`config.mk`:
```
export PLATFORM = sky130hd
export DESIGN_NAME = div16by8_seq_flat
export DESIGN_NICKNAME = d
export VERILOG_FILES = /design/src/rtl/div16by8_seq_if.sv /design/src/rtl/div16by8_seq.sv /design/src/flat_wrapper.sv
export SDC_FILE = /design/constraint.sdc
export NUM_CORES = 1
export LEC_CHECK = 0
export CORE_ASPECT_RATIO = 1.4
export CORE_MARGIN = 2
export CORE_UTILIZATION = 56
export CTS_BUF_LIST = sky130_fd_sc_hd__clkbuf_8 sky130_fd_sc_hd__clkbuf_16
export DETAILED_ROUTE_END_ITERATION = 10
export GPL_TIMING_DRIVEN = 0
export PLACE_DENSITY = 0.81
export RECOVER_POWER = 25
export SLEW_MARGIN = 40
export SYNTH_ARGS = -nofsm -noshare
export SYNTH_HDL_FRONTEND = slang
export SYNTH_SLANG_ARGS = --single-unit
```
`constraint.sdc`:
```
create_clock -name clk -period 2.4 [get_ports clk]
set_input_delay 0.48 -clock clk [delete_from_list [all_inputs] [get_ports clk]]
set_output_delay 0.48 -clock clk [all_outputs]
set_load 0.05 [all_outputs]
```
`src/rtl/div16by8_seq_if.sv`:
```
// rtl/div16by8_seq_if.sv - request/result bundle for the 16/8 sequential divider
interface div16by8_seq_if;
  logic        start;
  logic        is_signed;
  logic [15:0] dividend;
  logic [7:0]  divisor;
  logic        busy;
  logic        done;
  logic [7:0]  quotient;
  logic [7:0]  remainder;
  logic        div_err;

  modport master (
    output start, is_signed, dividend, divisor,
    input  busy, done, quotient, remainder, div_err
  );

  modport slave (
    input  start, is_signed, dividend, divisor,
    output busy, done, quotient, remainder, div_err
  );
endinterface

```
`src/rtl/div16by8_seq.sv`:
```
// rtl/div16by8_seq.sv - 16/8 restoring divider (DIV/IDIV), one quotient bit per clock
// Optional macro DIV_OVF_CHECK_EN: quotient overflow raises div_err and zeroes the results.
module div16by8_seq (
  input  logic          clk,
  input  logic          rst_n,
  div16by8_seq_if.slave bus
);
  typedef enum logic [2:0] {IDLE, CHECK, RUN, FIX, DONE} state_t;

  state_t      state_q, state_d;
  logic [15:0] work_q, work_d;
  logic [7:0]  dvs_q, dvs_d;
  logic [7:0]  prem_q, prem_d;
  logic [4:0]  cnt_q, cnt_d;
  logic        sgn_q, sgn_d;
  logic        qneg_q, qneg_d;
  logic        rneg_q, rneg_d;
  logic [7:0]  quo_q, quo_d;
  logic [7:0]  rem_q, rem_d;
  logic        err_q, err_d;

  logic [8:0]  shifted;
  logic [7:0]  sub;
  logic        ge;
  logic [7:0]  q_fix;
  logic [7:0]  r_fix;
`ifdef DIV_OVF_CHECK_EN
  logic        ovf;
`endif

  always_ff @(posedge clk or negedge rst_n) begin
    if (!rst_n) begin
      state_q <= IDLE;
      work_q  <= '0;
      dvs_q   <= '0;
      prem_q  <= '0;
      cnt_q   <= '0;
      sgn_q   <= 1'b0;
      qneg_q  <= 1'b0;
      rneg_q  <= 1'b0;
      quo_q   <= '0;
      rem_q   <= '0;
      err_q   <= 1'b0;
    end else begin
      state_q <= state_d;
      work_q  <= work_d;
      dvs_q   <= dvs_d;
      prem_q  <= prem_d;
      cnt_q   <= cnt_d;
      sgn_q   <= sgn_d;
      qneg_q  <= qneg_d;
      rneg_q  <= rneg_d;
      quo_q   <= quo_d;
      rem_q   <= rem_d;
      err_q   <= err_d;
    end
  end

  // 9-bit partial remainder: the shifted-in bit can push it past 255 before the subtract
  always_comb begin
    shifted = {prem_q, work_q[15]};
    ge      = (shifted >= {1'b0, dvs_q});
    sub     = shifted[7:0] - dvs_q;
    q_fix   = qneg_q ? (8'd0 - work_q[7:0]) : work_q[7:0];
    r_fix   = rneg_q ? (8'd0 - prem_q) : prem_q;
`ifdef DIV_OVF_CHECK_EN
    if (sgn_q) ovf = qneg_q ? (work_q > 16'd128) : (work_q > 16'd127);
    else       ovf = (work_q > 16'd255);
`endif
  end

  always_comb begin
    state_d = state_q;
    work_d  = work_q;
    dvs_d   = dvs_q;
    prem_d  = prem_q;
    cnt_d   = cnt_q;
    sgn_d   = sgn_q;
    qneg_d  = qneg_q;
    rneg_d  = rneg_q;
    quo_d   = quo_q;
    rem_d   = rem_q;
    err_d   = err_q;
    case (state_q)
      IDLE: begin
        if (bus.start) begin
          work_d  = bus.dividend;
          dvs_d   = bus.divisor;
          sgn_d   = bus.is_signed;
          cnt_d   = 5'd0;
          state_d = CHECK;
        end
      end
      CHECK: begin
        if (dvs_q == 8'd0) begin
          // divide-by-zero dwells one extra cycle so it reports two edges after start
          if (cnt_q == 5'd0) begin
            cnt_d = 5'd1;
          end else begin
            err_d   = 1'b1;
            quo_d   = 8'd0;
            rem_d   = 8'd0;
            cnt_d   = 5'd0;
            state_d = DONE;
          end
        end else begin
          work_d  = (sgn_q && work_q[15]) ? (16'd0 - work_q) : work_q;
          dvs_d   = (sgn_q && dvs_q[7]) ? (8'd0 - dvs_q) : dvs_q;
          qneg_d  = sgn_q && (work_q[15] ^ dvs_q[7]);
          rneg_d  = sgn_q && work_q[15];
          prem_d  = 8'd0;
          cnt_d   = 5'd0;
          state_d = RUN;
        end
      end
      RUN: begin
        work_d = {work_q[14:0], ge};
        prem_d = ge ? sub : shifted[7:0];
        cnt_d  = cnt_q + 5'd1;
        if (cnt_q == 5'd15) state_d = FIX;
      end
      FIX: begin
`ifdef DIV_OVF_CHECK_EN
        if (ovf) begin
          err_d = 1'b1;
          quo_d = 8'd0;
          rem_d = 8'd0;
        end else begin
          err_d = 1'b0;
          quo_d = q_fix;
          rem_d = r_fix;
        end
`else
        err_d = 1'b0;
        quo_d = q_fix;
        rem_d = r_fix;
`endif
        state_d = DONE;
      end
      DONE:    state_d = IDLE;
      default: state_d = IDLE;
    endcase
  end

  assign bus.busy      = (state_q != IDLE) && (state_q != DONE);
  assign bus.done      = (state_q == DONE);
  assign bus.quotient  = quo_q;
  assign bus.remainder = rem_q;
  assign bus.div_err   = err_q;
endmodule

```
`src/flat_wrapper.sv`:
```
// flat-port wrapper written by rule: the top's interface ports become plain ports
module div16by8_seq_flat 
  (clk, rst_n, bus_start, bus_is_signed, bus_dividend, bus_divisor, bus_busy, bus_done, bus_quotient, bus_remainder, bus_div_err);
  div16by8_seq_if bus_i ();
  input  logic clk;
  input  logic rst_n;
  input wire logic [$bits(bus_i.start)-1:0] bus_start;
  input wire logic [$bits(bus_i.is_signed)-1:0] bus_is_signed;
  input wire logic [$bits(bus_i.dividend)-1:0] bus_dividend;
  input wire logic [$bits(bus_i.divisor)-1:0] bus_divisor;
  output wire logic [$bits(bus_i.busy)-1:0] bus_busy;
  output wire logic [$bits(bus_i.done)-1:0] bus_done;
  output wire logic [$bits(bus_i.quotient)-1:0] bus_quotient;
  output wire logic [$bits(bus_i.remainder)-1:0] bus_remainder;
  output wire logic [$bits(bus_i.div_err)-1:0] bus_div_err;
  assign bus_i.start = bus_start;
  assign bus_i.is_signed = bus_is_signed;
  assign bus_i.dividend = bus_dividend;
  assign bus_i.divisor = bus_divisor;
  assign bus_busy = bus_i.busy;
  assign bus_done = bus_i.done;
  assign bus_quotient = bus_i.quotient;
  assign bus_remainder = bus_i.remainder;
  assign bus_div_err = bus_i.div_err;
  div16by8_seq u_core (.clk(clk), .rst_n(rst_n), .bus(bus_i));
endmodule
```
==> implementation parameters <==
Parameter                              Value

Min path
  Path category of the worst min-delay check ... in -> async

Die
  Initial Utilization ... 58.2%
  Number of primary I/O pins ... 47
  Die area ... 7570 um^2
  Floorplan die height ... 102 um
  Placeable core region ... 6610 um^2
  Die X-Extent ... 74.1 um
  Standard-cell rows ... 35

Synth
  Yosys reg bits ... 60
  Synth unique cells ... 58
  Most used standard cells in the synthesized netlist ... sky130_fd_sc_hd__dfrtp_1, sky130_fd_sc_hd__nand2_1, sky130_fd_sc_hd__o21ai_0, sky130_fd_sc_hd__nor2_1, sky130_fd_sc_hd__inv_1
  Gate Count Post-Synth ... 421
  Yosys warnings ... 0
  Simple-gate share of the synthesized area ... 15.9%
  Area share of the leading cell type in the synthesized netlist ... 39.0%
  Synth top area cells ... sky130_fd_sc_hd__dfrtp_1, sky130_fd_sc_hd__ha_1, sky130_fd_sc_hd__o2bb2ai_1
  Share of the synthesized netlist area taken by xor and xnor gates ... 4.78%
  Synthesized area per cell ... 9.15 um^2
  Number of flops mapped to enable cells by yosys ... 0
  Fraction of the mapped netlist area in compound gates ... 27.0%
  Most common cell in the netlist ... sky130_fd_sc_hd__dfrtp_1
  Adder-Cell Fraction of Synth Area ... 5.07%
  Total nets after synthesis ... 464
  Most area-hungry cell type in the Yosys netlist ... sky130_fd_sc_hd__dfrtp_1
  Main combinational cell family by area after synthesis ... compound AO/OA/AOI/OAI gates
  Part of the Yosys area used for sequential elements ... 39.0%
  Main synth FF type ... sky130_fd_sc_hd__dfrtp_1
  Cell Area, Synth ... 3850 um^2
  Share of synthesized flip-flops with an asynchronous set or reset ... 100%
  Multiplexer share of the synthesized area ... 2.37%

Setup path
  Critical-path top delay cell ... sky130_fd_sc_hd__or4b_4
  Category of the most critical setup path ... reg -> reg
  Critical-path maximum fanout ... 7
  Delay-heaviest family, CP ... simple AND/OR/NAND/NOR gates
  CP Buf/Inv Count ... 1
  Worst-path cell chain ... inv_1 -> ha_2 -> or3b_4 -> or4b_4 -> nor2_1 -> o31ai_1 -> a22o_1
  Startpoint Class ... register
  Endpoint type of the worst setup path ... register
  Arrival time of data at the critical path endpoint ... 2.58 ns
  Maximum single-stage delay on the critical path ... 0.59 ns
  Crit path required time ... 2.64 ns

STA
  Max_slew headroom ... 1.99%
  Post-Route Skew ... 0.00725 ns
  Worst slew pin tran ... 1.47 ns
  Final cycle utilization of the critical path ... 97.4%
  Setup-failing EPs final ... 0
  Number of max-slew violations in the final report ... 0
  Number of hold-slack violations in the final timing report ... 0
  Time the worst path needs with I/O delays and setup ... 2.34 ns
  Setup TNS ... 0 ns
  Top achievable clock speed ... 428 MHz

Drt
  Average routed wire per standard cell ... 17.5 um
  Antenna violation net count after detailed routing ... 0
  Detailed router's first-iteration violation count ... 400
  Vias/cell ... 6.21
  DR DRC count ... 0
  Via total after detailed routing ... 3588
  Wire length reported by the detailed router ... 10100 um
  Detailed-router iteration count before antenna repair ... 7

CTS
  TritonCTS clock tree ... yes
  CTS sink cnt ... 60
  Clock transition at the registers of the reported paths ... 0.07 ns
  Htree depth ... 3
  Skew-Pair Late Insertion Delay ... 0.35 ns
  Clock tree root buffer cell ... sky130_fd_sc_hd__clkbuf_8
  Buffer depth of the longest clock path ... 2
  TritonCTS Buffers ... 9

Place
  Final HPWL DP ... 7250 um
  Area of placed instances ... 4440 um^2
  Final weighted congestion in routability-driven placement ... 0.903
  Port Buffers ... 46

Power and ir drop
  Peak supply drop ... 1.13 mV
  Leakage power of the design ... 0.00197 uW
  Areal power density over the cells ... 1550 nW/um^2

GRT
  Number of global-route vias before repair ... 3491
  Initial antenna violation count ... 0
  GRT overflow ... 0
  Global routing usage summed across all routing layers ... 28.5%
  Maximum number of pins on one net before global-route repair ... 35
  Wire length of the first global-routing pass ... 16500 um

Finish
  Proportion of layout cells with a drive suffix above 1 ... 10.7%
  Diode insertion count for antenna repair ... 0
  Total non-filler cell area in the finished layout ... 4700 um^2
  Total number of nets in the final design ... 524
  Area growth from synthesis to layout ... 22.0%

Run status
  Run status ... complete, no violations

Run
  Number of maximum-capacitance violations ... 0
[what timing repair did]
item,in CTS,in global routing
hold buffers,0,0
buffers inserted,0,2
setup endpoints to repair,8,38
pin swaps,0,1
gates resized for setup,4,14
[layout by cell type, fill, tap and decap left out, types with 3 or more instances in the layout]
cell / count
sky130_fd_sc_hd__a22o_1: 15
sky130_fd_sc_hd__a32oi_1: 4
sky130_fd_sc_hd__and3_1: 5
sky130_fd_sc_hd__o2bb2ai_1: 19
sky130_fd_sc_hd__nor3_1: 7
sky130_fd_sc_hd__a22oi_1: 11
sky130_fd_sc_hd__nor2_1: 27
sky130_fd_sc_hd__inv_1: 22
sky130_fd_sc_hd__inv_2: 3
sky130_fd_sc_hd__clkinvlp_4: 3
sky130_fd_sc_hd__mux2i_1: 8
sky130_fd_sc_hd__ha_1: 12
sky130_fd_sc_hd__nand2b_1: 3
sky130_fd_sc_hd__nand2_1: 34
sky130_fd_sc_hd__xor2_1: 15
sky130_fd_sc_hd__or3_1: 7
sky130_fd_sc_hd__a21oi_1: 19
sky130_fd_sc_hd__buf_4: 4
sky130_fd_sc_hd__a31oi_1: 6
sky130_fd_sc_hd__nor2b_1: 4
sky130_fd_sc_hd__clkbuf_1: 14
sky130_fd_sc_hd__buf_2: 9
sky130_fd_sc_hd__o22ai_1: 6
sky130_fd_sc_hd__clkbuf_8: 10
sky130_fd_sc_hd__clkdlybuf4s50_1: 43
sky130_fd_sc_hd__nor4_1: 3
sky130_fd_sc_hd__or4_1: 3
sky130_fd_sc_hd__a211oi_1: 6
sky130_fd_sc_hd__dfrtp_1: 59
sky130_fd_sc_hd__o31ai_1: 9
sky130_fd_sc_hd__nand3_1: 10
sky130_fd_sc_hd__o41ai_1: 3
sky130_fd_sc_hd__o21ai_0: 32
sky130_fd_sc_hd__xnor2_1: 6
[layout make-up]
cell class                 count  area [um^2]
fill                         526         1910
tap                           92          115
sequential                    60         1500
buffer                        28          140
clock buffer                  10          138
timing repair buffer          49          483
multi-input combinational    309         2170
clock inverter                 6         65.1
inverter                      24         90.1
[registers in the layout, indices dropped and copies added, names as in the netlist]
name                  count
u_core.bus.quotient       8
u_core.work_q            16
u_core.state_q            3
u_core.bus.div_err        1
u_core.qneg_q             1
u_core.cnt_q              5
u_core.dvs_q              8
u_core.bus.remainder      8
u_core.rneg_q             1
u_core.prem_q             8
u_core.sgn_q              1
[path summary, 6_finish.rpt]
path                            depth (start not counted)                       to                     from  slack, ns
worst max-delay path                                    7        u_core.work_q[10]         u_core.work_q[1]       0.06
worst min-delay path                                    1   u_core.bus.quotient[4]                    rst_n       0.47
worst max register to register                          7        u_core.work_q[10]         u_core.work_q[1]       0.06
worst min register to register                          1  u_core.bus.remainder[5]  u_core.bus.remainder[5]       0.49
max in group asynchronous                               1            u_core.rneg_q                    rst_n       1.07
min in group clk                                        1  u_core.bus.remainder[5]  u_core.bus.remainder[5]       0.49
[worst reg2reg max path: stages (launching register included)]
cell                      delay, ns
sky130_fd_sc_hd__dfrtp_1       0.45
sky130_fd_sc_hd__inv_1         0.10
sky130_fd_sc_hd__ha_2          0.20
sky130_fd_sc_hd__or3b_4        0.42
sky130_fd_sc_hd__or4b_4        0.59
sky130_fd_sc_hd__nor2_1        0.16
sky130_fd_sc_hd__o31ai_1       0.08
sky130_fd_sc_hd__a22o_1        0.23
[stage by stage]
step                      util (%)  worst slack [ns]  total power (uW)  hold WS, ns  instances
after floorplan                  -             0.237              5020        0.184        421
after global placement        66.9             -1.09              6050        0.474        559
after detailed placement      67.2           0.00113              6180        0.416        560
after CTS                     70.3           -0.0219              7130       0.0458        576
after global routing          71.1          -0.00524              7820        0.506        578
final                         71.1            0.0621              7270        0.467        578
[cells by family after synthesis]
group | Yosys count
AOI/OAI and AO/OA | 148
xor gates and xnor gates | 21
adders and majority gates | 15
buffers and inverters | 52
DFF | 60
muxes | 9
and+or+nand+nor | 116
[where the power goes]
group	total, uW	internal (uW)	switching, uW
clock network	939	505	434
registers	1920	1460	464
logic	4420	1770	2650
[metal layers]
metal / global-route usage, % / wire, um
met5: 0 / 0
met1: 36.1 / 4200
met4: 15.1 / 325
met2: 45.7 / 5060
met3: 5.62 / 549
No activity file was read; power rests on OpenSTA's default activity.
